### config.mk
export PLATFORM = sky130hd
export DESIGN_NAME = lfsr
export DESIGN_NICKNAME = d
export VERILOG_FILES = /design/src/rtl/lfsr.sv
export SDC_FILE = /design/constraint.sdc
export NUM_CORES = 1
export LEC_CHECK = 0
export BUFFER_PORTS_ARGS = -buffer_cell sky130_fd_sc_hd__buf_4
export CORE_AREA = 2 2 39 41
export DETAILED_ROUTE_END_ITERATION = 8
export DIE_AREA = 0 0 41 43
export PLACE_DENSITY = 0.36
export SYNTH_ARGS = -nofsm -noshare
export SYNTH_HDL_FRONTEND = slang
export SYNTH_SLANG_ARGS = --single-unit
### constraint.sdc
create_clock -name clock -period 0.95 [get_ports clock]
set_clock_uncertainty 0.2 [all_clocks]
set_input_delay 0.095 -clock clock [delete_from_list [all_inputs] [get_ports clock]]
set_output_delay 0.095 -clock clock [all_outputs]
set_load 0.03 [all_outputs]
### src/rtl/lfsr.sv
// 6-bit Fibonacci LFSR (x^6 + x^5 + 1), maximal period 63, output taken straight from the state register.
// Optional build macro LFSR_LOCKUP_GUARD_EN: an all-zero state steps to 6'h01 instead of locking up.
module lfsr #(
  parameter logic [5:0] SEED = 6'h01
) (
  input  logic       clock,
  input  logic       reset,
  output logic [5:0] rnd_out
);

  logic [5:0] state_q;
  logic [5:0] state_d;

  function automatic logic [5:0] lfsr_step(input logic [5:0] s);
    return {s[4:0], s[5] ^ s[4]};
  endfunction

  // Next-state selection, including the optional escape from the all-zero lockup state
  always_comb begin
    state_d = lfsr_step(state_q);
`ifdef LFSR_LOCKUP_GUARD_EN
    if (state_q == 6'h00) begin
      state_d = 6'h01;
    end else begin
      state_d = lfsr_step(state_q);
    end
`else
    state_d = lfsr_step(state_q);
`endif
  end

  // State register, forced to SEED asynchronously while reset is high
  always_ff @(posedge clock or posedge reset) begin
    if (reset) begin
      state_q <= SEED;
    end else begin
      state_q <= state_d;
    end
  end

  assign rnd_out = state_q;

endmodule

==> results.sh, run 1 <==
export IMPL_status="finished with violations"
export IMPL_violations="negative setup slack"
export IMPL_synth_area_um2=201.4
export IMPL_cp_required_ps=650
export IMPL_placedInstanceArea_um2=236.5
export IMPL_fin_area_um2=359.1
export IMPL_grtUsageTotal=0.06484
export IMPL_antenna_found_initial=0
export IMPL_grt_max_degree=7
export IMPL_setup_tns_ps=-891.8
export IMPL_finalPower_uw=532.1
export IMPL_cts_buffers=3
export IMPL_rr_worst_depth=2
export IMPL_worst_path_dominant_cell_family="flip-flops"
export IMPL_port_buffers=7
export IMPL_fp_dieW_um=41
export IMPL_p_leak_nw=0.1944
export IMPL_htreeDepth=1
export IMPL_syn_inst=13
export IMPL_timing_rr_start="rnd_out[4]$_DFF_PP0_"
export IMPL_grt_setup_unrepaired="yes"
export IMPL_die_area_um2=1763
export IMPL_combPwrFrac=0.021
export IMPL_synth_seq_area_share=0.7516
export IMPL_worstPathMaxFanout=2
export IMPL_grt_first_pass_wirelength_um=662
export IMPL_die_h_um=43
export IMPL_rows=14
export IMPL_synth_largest_area_cell="dfrtp_1"
export IMPL_crit_chain="buf_6"
export IMPL_worst_path_largest_cell_delay_ps=530
export IMPL_dpl_hpwl_um=212.9
export IMPL_diodes=0
export IMPL_grt_pass1_vias=147
export IMPL_cellPowerDensity_nw_per_um2=1482
export IMPL_syn_nets=15
export IMPL_timing_rr_end="rnd_out[0]$_DFF_PP1_"
export IMPL_ant_nets=0
export IMPL_cts_tree="done"
export IMPL_clkSlewWorstSetupHoldPaths_ps=60
export IMPL_whs_ps=110.0
export IMPL_maxCapViolCount=0
export IMPL_synth_seq_cells=6
export IMPL_path_class="register to output pin"
export IMPL_cp_start_kind="register"
export IMPL_first_pass_iters=2
export IMPL_coreArea_um2=1384
export IMPL_ys_warn_count=0
export IMPL_drt_initial_drc_count=3
export IMPL_r2r_slack_ps=-10
export IMPL_synth_top_area_frac=0.6211
export IMPL_worst_pin_slew_ps=219.2
export IMPL_finalHoldViolCount=0
export IMPL_area_delta_synth_final_pct=78.26
export IMPL_clockRootBuffer="clkbuf_4"
export IMPL_grt_ovfl_total=0
export IMPL_synth_ff_type="dfrtp_1"
export IMPL_drv_slew=0
export IMPL_netSwitchingPower_uw=110.5
export IMPL_min_period_over_period=1.254
export IMPL_synth_async_reset_ratio=1.000
export IMPL_synth_area_top_cells="dfrtp_1, buf_4, dfstp_2, xor2_1, inv_1"
export IMPL_p_sw_frac=0.2076
export IMPL_p_int_uw=421.6
export IMPL_crit_slowest_cell="dfstp_2"
export IMPL_routabilityCongestion=0.6058
export IMPL_ios=8
export IMPL_synth_avg_cell_area_um2=15.50
export IMPL_min_period_ps=1192
export IMPL_routedWlPerCell_um=9.791
export IMPL_synth_edf_count=0
export IMPL_yosys_top_cells_count="buf_4, dfrtp_1, dfstp_2, inv_1, xor2_1"
export IMPL_critPathArrivalTime_ps=900
export IMPL_cts_sinks=6
export IMPL_max_slew_margin=0.8537
export IMPL_max_freq_ghz=0.8392
export IMPL_setup_violations_final=7
export IMPL_drive_gt1_frac=0.7037
export IMPL_pwr_share_seq=0.481
export IMPL_endpoint_kind="output pin"
export IMPL_viasPerCell=3.000
export IMPL_pwr_share_clk=0.498
export IMPL_setup_slack_ps=-241.6
export IMPL_yosysUniqueCellTypes=5
export IMPL_clock_latency_ps=250
export IMPL_start_util=0.1456
export IMPL_ctsLongestPathBuffers=2
export IMPL_hold_path_class="input port to asynchronous set/reset pin"
export IMPL_ir_drop_mv=0.5288
export IMPL_drc=0
export IMPL_final_nets=30
export IMPL_critPathBufInv=1
export IMPL_routed_wl_um=421
export IMPL_largest_register_ffs=6
export IMPL_pre_cts_ws_ps=-8.544
export IMPL_via_count=129
## worst max path at each step
stage                                    start  depth (start not counted)  slack (ps)              endpoint
after floorplan           rnd_out[5]$_DFF_PP0_                          1           4  rnd_out[0]$_DFF_PP1_
after global placement    rnd_out[0]$_DFF_PP1_                          1          -3            rnd_out[0]
after detailed placement  rnd_out[0]$_DFF_PP1_                          1          -9            rnd_out[0]
after CTS                 rnd_out[0]$_DFF_PP1_                          1        -260            rnd_out[0]
after global routing      rnd_out[0]$_DFF_PP1_                          1        -270            rnd_out[0]
final                     rnd_out[0]$_DFF_PP1_                          1        -240            rnd_out[0]
## cell type report
class                      instances  area [um^2]
multi-input combinational          1        16.27
sequential                         6        151.4
clock buffer                       4        26.28
fill                             148         1025
tap                               16        20.02
timing repair buffer              15        141.4
inverter                           1        3.754
## metrics by stage
stage | instances | utilization
6_report | 43 | 0.2595
5_1_grt | 43 | 0.2595
4_1_cts | 41 | 0.2405
3_5_place_dp | 31 | 0.1709
3_3_place_gp | 31 | 0.1709
2_1_floorplan | 13 | -
## power groups by stage
stage               registers (mW)  logic [mW]  clock network (mW)
floorplan                    0.260     0.00404                   0
global placement             0.260     0.00770                   0
detailed placement           0.260     0.00808                   0
CTS                          0.256      0.0115               0.276
global route                 0.256      0.0128               0.287
finish                       0.256      0.0111               0.265
## timing repair
action,CTS,global route
buffers inserted,5,2
hold buffers,1,0
endpoints found under the setup margin,6,7
pin swaps,0,1
gates resized for setup,6,2
endpoints found under the hold margin,6,0
## routing by layer
| layer | wire length (um) | GRT usage | share of wire | vias up |
|---|---|---|---|---|
| met4 | 0 | 0.06000 | 0 | 0 |
| met1 | 187 | 0.07616 | 0.44 | 63 |
| met3 | 49 | 0.04712 | 0.12 | 0 |
| met5 | 0 | 0 | 0 | - |
| li1 | - | - | - | 59 |
| met2 | 183 | 0.07188 | 0.43 | 7 |
## logic make-up (layout without fill, tap and decap cells)
logic type | after synthesis | in the layout | synth area share
buf+inv | 6 | 20 | 0.2050
flops | 6 | 6 | 0.7516
xor+xnor | 1 | 1 | 0.04349
## layout by cell type (no fill, tap or decap)
cell type	synthesis	layout
buf_4	5	7
buf_6	0	7
dfrtp_1	5	5
clkbuf_4	0	3
xor2_2	0	1
inv_1	1	1
clkbuf_1	0	1
dlygate4sd3_1	0	1
dfstp_2	1	1
Note: power is estimated with default switching activity, not from simulation.
==> inputs of run 2 (changes only) <==
--- a/config.mk
+++ b/config.mk
@@ -10,6 +10,7 @@
 export DETAILED_ROUTE_END_ITERATION = 8
 export DIE_AREA = 0 0 41 43
 export PLACE_DENSITY = 0.36
+export SETUP_SLACK_MARGIN = 0.02
 export SYNTH_ARGS = -nofsm -noshare
 export SYNTH_HDL_FRONTEND = slang
 export SYNTH_SLANG_ARGS = --single-unit
==> run 2 against run 1 <==
  * The flow still finishes with violations (negative setup slack)
  * Clock power shrank 4%
  * Wire length fell by 10%
  * Total power is 1.8% lower
  * Global-route usage shrank 0.61 points
  * Worst hold slack improved by 17 ps
  * Sequential share of layout area is 5.1 points higher
  * Sequential power about the same
  * Maximum frequency up 0.37%
  * Via count is 6.2% lower
  * Register-to-register slack about the same
  * Critical endpoint unchanged
==> results.sh, run 2 (synthesis gave the netlist of run 1 again) <==
export IMPL_cts_tree="done"
export IMPL_coreArea_um2=1384
export IMPL_fp_dieW_um=41
export IMPL_worst_pin_slew_ps=216.9
export IMPL_drv_slew=0
export IMPL_clock_latency_ps=250
export IMPL_grt_setup_unrepaired="yes"
export IMPL_cp_required_ps=650
export IMPL_use_met2=0.06250
export IMPL_grtUsageTotal=0.05876
export IMPL_crit_chain="buf_6"
export IMPL_largest_register_ffs=6
export IMPL_mostFrequentLayoutCells="buf_6, dfrtp_1, clkbuf_4, buf_4"
export IMPL_cellPowerDensity_nw_per_um2=1618
export IMPL_rows=14
export IMPL_layout_commonest_cell="buf_6"
export IMPL_worst_path_largest_cell_delay_ps=530
export IMPL_htreeDepth=1
export IMPL_ir_drop_mv=0.4570
export IMPL_pwr_share_clk=0.487
export IMPL_port_buffers=7
export IMPL_use_met1=0.05629
export IMPL_maxCapViolCount=0
export IMPL_grt_first_pass_wirelength_um=552
export IMPL_grt_max_degree=7
export IMPL_max_freq_ghz=0.8424
export IMPL_clockRootBuffer="clkbuf_4"
export IMPL_crit_slowest_cell="dfstp_2"
export IMPL_status="finished with violations"
export IMPL_fin_area_um2=322.8
export IMPL_final_nets=26
export IMPL_routed_wl_um=377
export IMPL_min_period_ps=1187
export IMPL_p_leak_nw=0.1714
export IMPL_placedInstanceArea_um2=237.7
export IMPL_fillCellCount=148
export IMPL_grt_ovfl_total=0
export IMPL_critPathBufInv=1
export IMPL_netSwitchingPower_uw=101.0
export IMPL_min_period_over_period=1.250
export IMPL_hold_path_class="input port to asynchronous set/reset pin"
export IMPL_drc=0
export IMPL_p_sw_frac=0.1934
export IMPL_violations="negative setup slack"
export IMPL_antenna_found_initial=0
export IMPL_setup_slack_ps=-237.1
export IMPL_pwr_share_seq=0.491
export IMPL_routabilityCongestion=0.5775
export IMPL_area_delta_synth_final_pct=60.25
export IMPL_cp_start_kind="register"
export IMPL_cts_sinks=6
export IMPL_viasPerCell=3.103
export IMPL_ctsLongestPathBuffers=2
export IMPL_ios=8
export IMPL_setup_violations_final=7
export IMPL_cts_buffers=3
export IMPL_dpl_hpwl_um=217.7
export IMPL_drt_initial_drc_count=1
export IMPL_endpoint_kind="output pin"
export IMPL_worstPathMaxFanout=2
export IMPL_use_met3=0.06283
export IMPL_setup_tns_ps=-890.4
export IMPL_rr_worst_depth=2
export IMPL_worst_path_dominant_cell_family="flip-flops"
export IMPL_die_area_um2=1763
export IMPL_diodes=0
export IMPL_max_slew_margin=0.8553
export IMPL_routedWlPerCell_um=9.667
export IMPL_die_h_um=43
export IMPL_via_count=121
export IMPL_first_pass_iters=2
export IMPL_path_class="register to output pin"
export IMPL_combPwrFrac=0.022
export IMPL_ant_nets=0
export IMPL_finalHoldViolCount=0
export IMPL_crit_cells=1
export IMPL_p_int_uw=421.2
export IMPL_drive_gt1_frac=0.6522
export IMPL_start_util=0.1456
export IMPL_critPathArrivalTime_ps=890
export IMPL_grt_most_used_layer="met3"
export IMPL_clkSlewWorstSetupHoldPaths_ps=50
export IMPL_grt_pass1_vias=135
run 2: changes by cell type in the layout (fill, tap and decap cells not counted):
| cell | previous run | this run |
|---|---|---|
| xor2_1 | 0 | 1 |
| xor2_2 | 1 | 0 |
| buf_4 | 7 | 3 |
| dfrtp_1 | 5 | 4 |
| dfrtp_2 | 0 | 1 |
run 2: final cells by class:
| cell class | count | area (um^2) | share of cell area |
|---|---|---|---|
| clock buffers | 4 | 26.28 | 0.08140 |
| multi-input cells | 1 | 8.758 | 0.02713 |
| inverters | 1 | 3.754 | 0.01163 |
| well taps | 16 | 20.02 | 0.06202 |
| flip-flops and latches | 6 | 152.6 | 0.4729 |
| repair buffers | 11 | 111.4 | 0.3450 |
run 2: worst paths after layout:
check | startpoint | slack [ps] | endpoint
max | rnd_out[0]$_DFF_PP1_ | -240 | rnd_out[0]
min | reset | 130 | rnd_out[2]$_DFF_PP0_
max reg2reg | rnd_out[4]$_DFF_PP0_ | -20 | rnd_out[0]$_DFF_PP1_
min reg2reg | rnd_out[1]$_DFF_PP0_ | 200 | rnd_out[2]$_DFF_PP0_
max in group asynchronous | reset | 170 | rnd_out[0]$_DFF_PP1_
min in group clock | rnd_out[1]$_DFF_PP0_ | 200 | rnd_out[2]$_DFF_PP0_
run 2: metal layers:
layer	routed length [um]	part of all wire	vias up
met3	34	0.090	2
met1	173	0.46	59
met4	5	0.013	0
met5	0	0	-
li1	-	-	53
met2	163	0.43	7
run 2: repair_timing:
| action | CTS | global route |
|---|---|---|
| hold endpoints to repair | 6 | 0 |
| hold buffers | 1 | 0 |
| setup endpoints to repair | 6 | 7 |
| gates resized for setup | 6 | 1 |
| buffers inserted | 3 | 0 |
| pin swaps | 0 | 0 |
run 2: worst reg2reg max path, delay by kind of cell, from the launching register on:
| kind | cells | cell delay [ps] |
|---|---|---|
| flip-flops | 1 | 410 |
| buffers and inverters | 1 | 130 |
| XOR/XNOR | 1 | 150 |
run 2: stage by stage:
step / power (mW) / worst slack, ps / utilization / hold WS [ps] / std cells
floorplan: 0.2643 / 24.73 / - / -314.8 / 13
global placement: 0.2679 / 1.065 / 0.1718 / -187.0 / 31
detailed placement: 0.2683 / -4.627 / 0.1718 / -178.4 / 31
CTS: 0.5411 / -252.2 / 0.2306 / 113.8 / 39
global route: 0.5520 / -265.8 / 0.2333 / 158.0 / 39
finish: 0.5222 / -237.1 / 0.2333 / 127.1 / 39
run 2: power groups by stage:
| stage | combinational, mW | sequential (mW) | clock [mW] |
|---|---|---|---|
| after floorplan | 0.00404 | 0.260 | 0 |
| after global placement | 0.00764 | 0.260 | 0 |
| after detailed placement | 0.00805 | 0.260 | 0 |
| after CTS | 0.0115 | 0.256 | 0.273 |
| after global routing | 0.0133 | 0.256 | 0.283 |
| final | 0.0112 | 0.256 | 0.255 |
==> inputs of run 3 (changes only) <==
==> constraint.sdc (replaced) <==
create_clock -name clock -period 0.95 [get_ports clock]
set_clock_uncertainty 0.2 [all_clocks]
set_input_delay 0.285 -clock clock [delete_from_list [all_inputs] [get_ports clock]]
set_output_delay 0.285 -clock clock [all_outputs]
set_load 0.03 [all_outputs]
==> run 3 against run 2 <==
  * The run ends with negative hold slack, negative setup slack left
  * Cell count increased by 2.6%
  * Critical path depth unchanged
  * Via count up 1.7%
  * Global-route usage is 0.41 points higher
  * Count of clock-buffer cells in the layout unchanged
  * Die area is the same
  * Worst setup slack got worse by 190 ps
==> results.sh, run 3 (synthesis gave the netlist of run 1 again) <==
export IMPL_worst_path_dominant_cell_family="flip-flops"
export IMPL_cts_buffers=3
export IMPL_rows=14
export IMPL_violations="negative hold slack, negative setup slack"
export IMPL_r2r_slack_ps=-80
export IMPL_worst_path_largest_cell_delay_ps=530
export IMPL_pre_cts_ws_ps=-199.6
export IMPL_grtUsageTotal=0.06288
export IMPL_cp_start_kind="register"
export IMPL_clkSlewWorstSetupHoldPaths_ps=50
export IMPL_cellPowerDensity_nw_per_um2=1511
export IMPL_setup_slack_ps=-428.9
export IMPL_maxCapViolCount=0
export IMPL_path_class="register to output pin"
export IMPL_ant_nets=0
export IMPL_port_buffers=7
export IMPL_status="finished with violations"
export IMPL_crit_slowest_cell="dfstp_2"
export IMPL_utilization=0.2450
export IMPL_whs_ps=-244.9
export IMPL_viasPerCell=3.075
export IMPL_grt_pass1_vias=157
export IMPL_mostFrequentLayoutCells="buf_6, dfrtp_1, clkbuf_4"
export IMPL_fp_dieW_um=41
export IMPL_critPathLaunch="rnd_out[0]$_DFF_PP1_"
export IMPL_antenna_found_initial=0
export IMPL_clockRootBuffer="clkbuf_4"
export IMPL_routed_wl_um=370
export IMPL_max_freq_ghz=0.7252
export IMPL_largest_register_ffs=6
export IMPL_pwr_share_seq=0.501
export IMPL_setup_tns_ps=-2075
export IMPL_die_area_um2=1763
export IMPL_critPathBufInv=1
export IMPL_netSwitchingPower_uw=94.06
export IMPL_worst_pin_slew_ps=224.7
export IMPL_routabilityCongestion=0.6287
export IMPL_p_sw_frac=0.1836
export IMPL_cts_sinks=6
export IMPL_ir_drop_mv=0.6425
export IMPL_die_h_um=43
export IMPL_crit_chain="buf_6"
export IMPL_drive_gt1_frac=0.7083
export IMPL_p_int_uw=418.3
export IMPL_coreArea_um2=1384
export IMPL_pwr_share_clk=0.484
export IMPL_timing_rr_start="rnd_out[4]$_DFF_PP0_"
export IMPL_clock_latency_ps=240
export IMPL_grt_setup_unrepaired="yes"
export IMPL_grt_max_degree=7
export IMPL_routedWlPerCell_um=9.250
export IMPL_worstPathMaxFanout=2
export IMPL_min_period_over_period=1.451
export IMPL_min_period_ps=1379
export IMPL_cts_tree="done"
export IMPL_htreeDepth=1
export IMPL_drc=0
export IMPL_cp_required_ps=460
export IMPL_combPwrFrac=0.016
export IMPL_hold_path_class="input port to asynchronous set/reset pin"
export IMPL_p_leak_nw=0.1802
export IMPL_layout_commonest_cell="buf_6"
export IMPL_area_delta_synth_final_pct=68.32
export IMPL_endpoint_kind="output pin"
export IMPL_max_slew_margin=0.8501
export IMPL_via_count=123
export IMPL_setup_violations_final=7
export IMPL_drv_slew=0
export IMPL_critPathArrivalTime_ps=890
export IMPL_grt_first_pass_wirelength_um=662
export IMPL_diodes=0
export IMPL_grt_ovfl_total=0
export IMPL_start_util=0.1456
export IMPL_ctsLongestPathBuffers=2
export IMPL_final_nets=27
export IMPL_ios=8
export IMPL_first_pass_iters=1
export IMPL_drt_initial_drc_count=0
export IMPL_finalHoldViolCount=6
-- run 3: path summary, 6_finish.rpt --
check,to,depth (start not counted)
worst max-delay path,rnd_out[0],1
worst min-delay path,rnd_out[3]$_DFF_PP0_,2
worst max register to register,rnd_out[0]$_DFF_PP1_,3
worst min register to register,rnd_out[1]$_DFF_PP0_,0
max in group asynchronous,rnd_out[0]$_DFF_PP1_,2
min in group clock,rnd_out[1]$_DFF_PP0_,0
-- run 3: routing by layer --
metal	GRT usage	routed length, um	part of all wire
met5	0	0	0
met2	0.07813	180	0.49
met3	0.06283	39	0.11
met4	0.04000	0	0
met1	0.06312	149	0.40
-- run 3: metrics by stage --
step           power [mW]  cell area [um^2]  cells
2_1_floorplan      0.2643             221.5     13
3_3_place_gp       0.2679             252.7     33
3_5_place_dp       0.2689             252.7     33
4_1_cts            0.5284             331.6     40
5_1_grt            0.5509             339.1     40
6_report           0.5124             339.1     40
-- run 3: layout make-up --
class                   count  area (um^2)
clock buffers               4        26.28
fillers                   149         1045
inverters                   1        3.754
multi-input cells           1        8.758
flip-flops and latches      6        152.6
well taps                  16        20.02
repair buffers             12        127.6
-- run 3: power by group through the flow --
stage / sequential (mW) / combinational [mW] / clock [mW]
final: 0.257 / 0.00800 / 0.248
after detailed placement: 0.260 / 0.00864 / 0
after global routing: 0.256 / 0.00948 / 0.285
after global placement: 0.260 / 0.00769 / 0
after CTS: 0.256 / 0.00880 / 0.263
after floorplan: 0.260 / 0.00404 / 0
-- run 3: timing repair --
action / in CTS / in global routing
setup endpoints to repair: 7 / 8
resized for setup: 8 / 2
hold endpoints to repair: 5 / 5
setup buffers: 3 / 1
pin swaps: 1 / 0
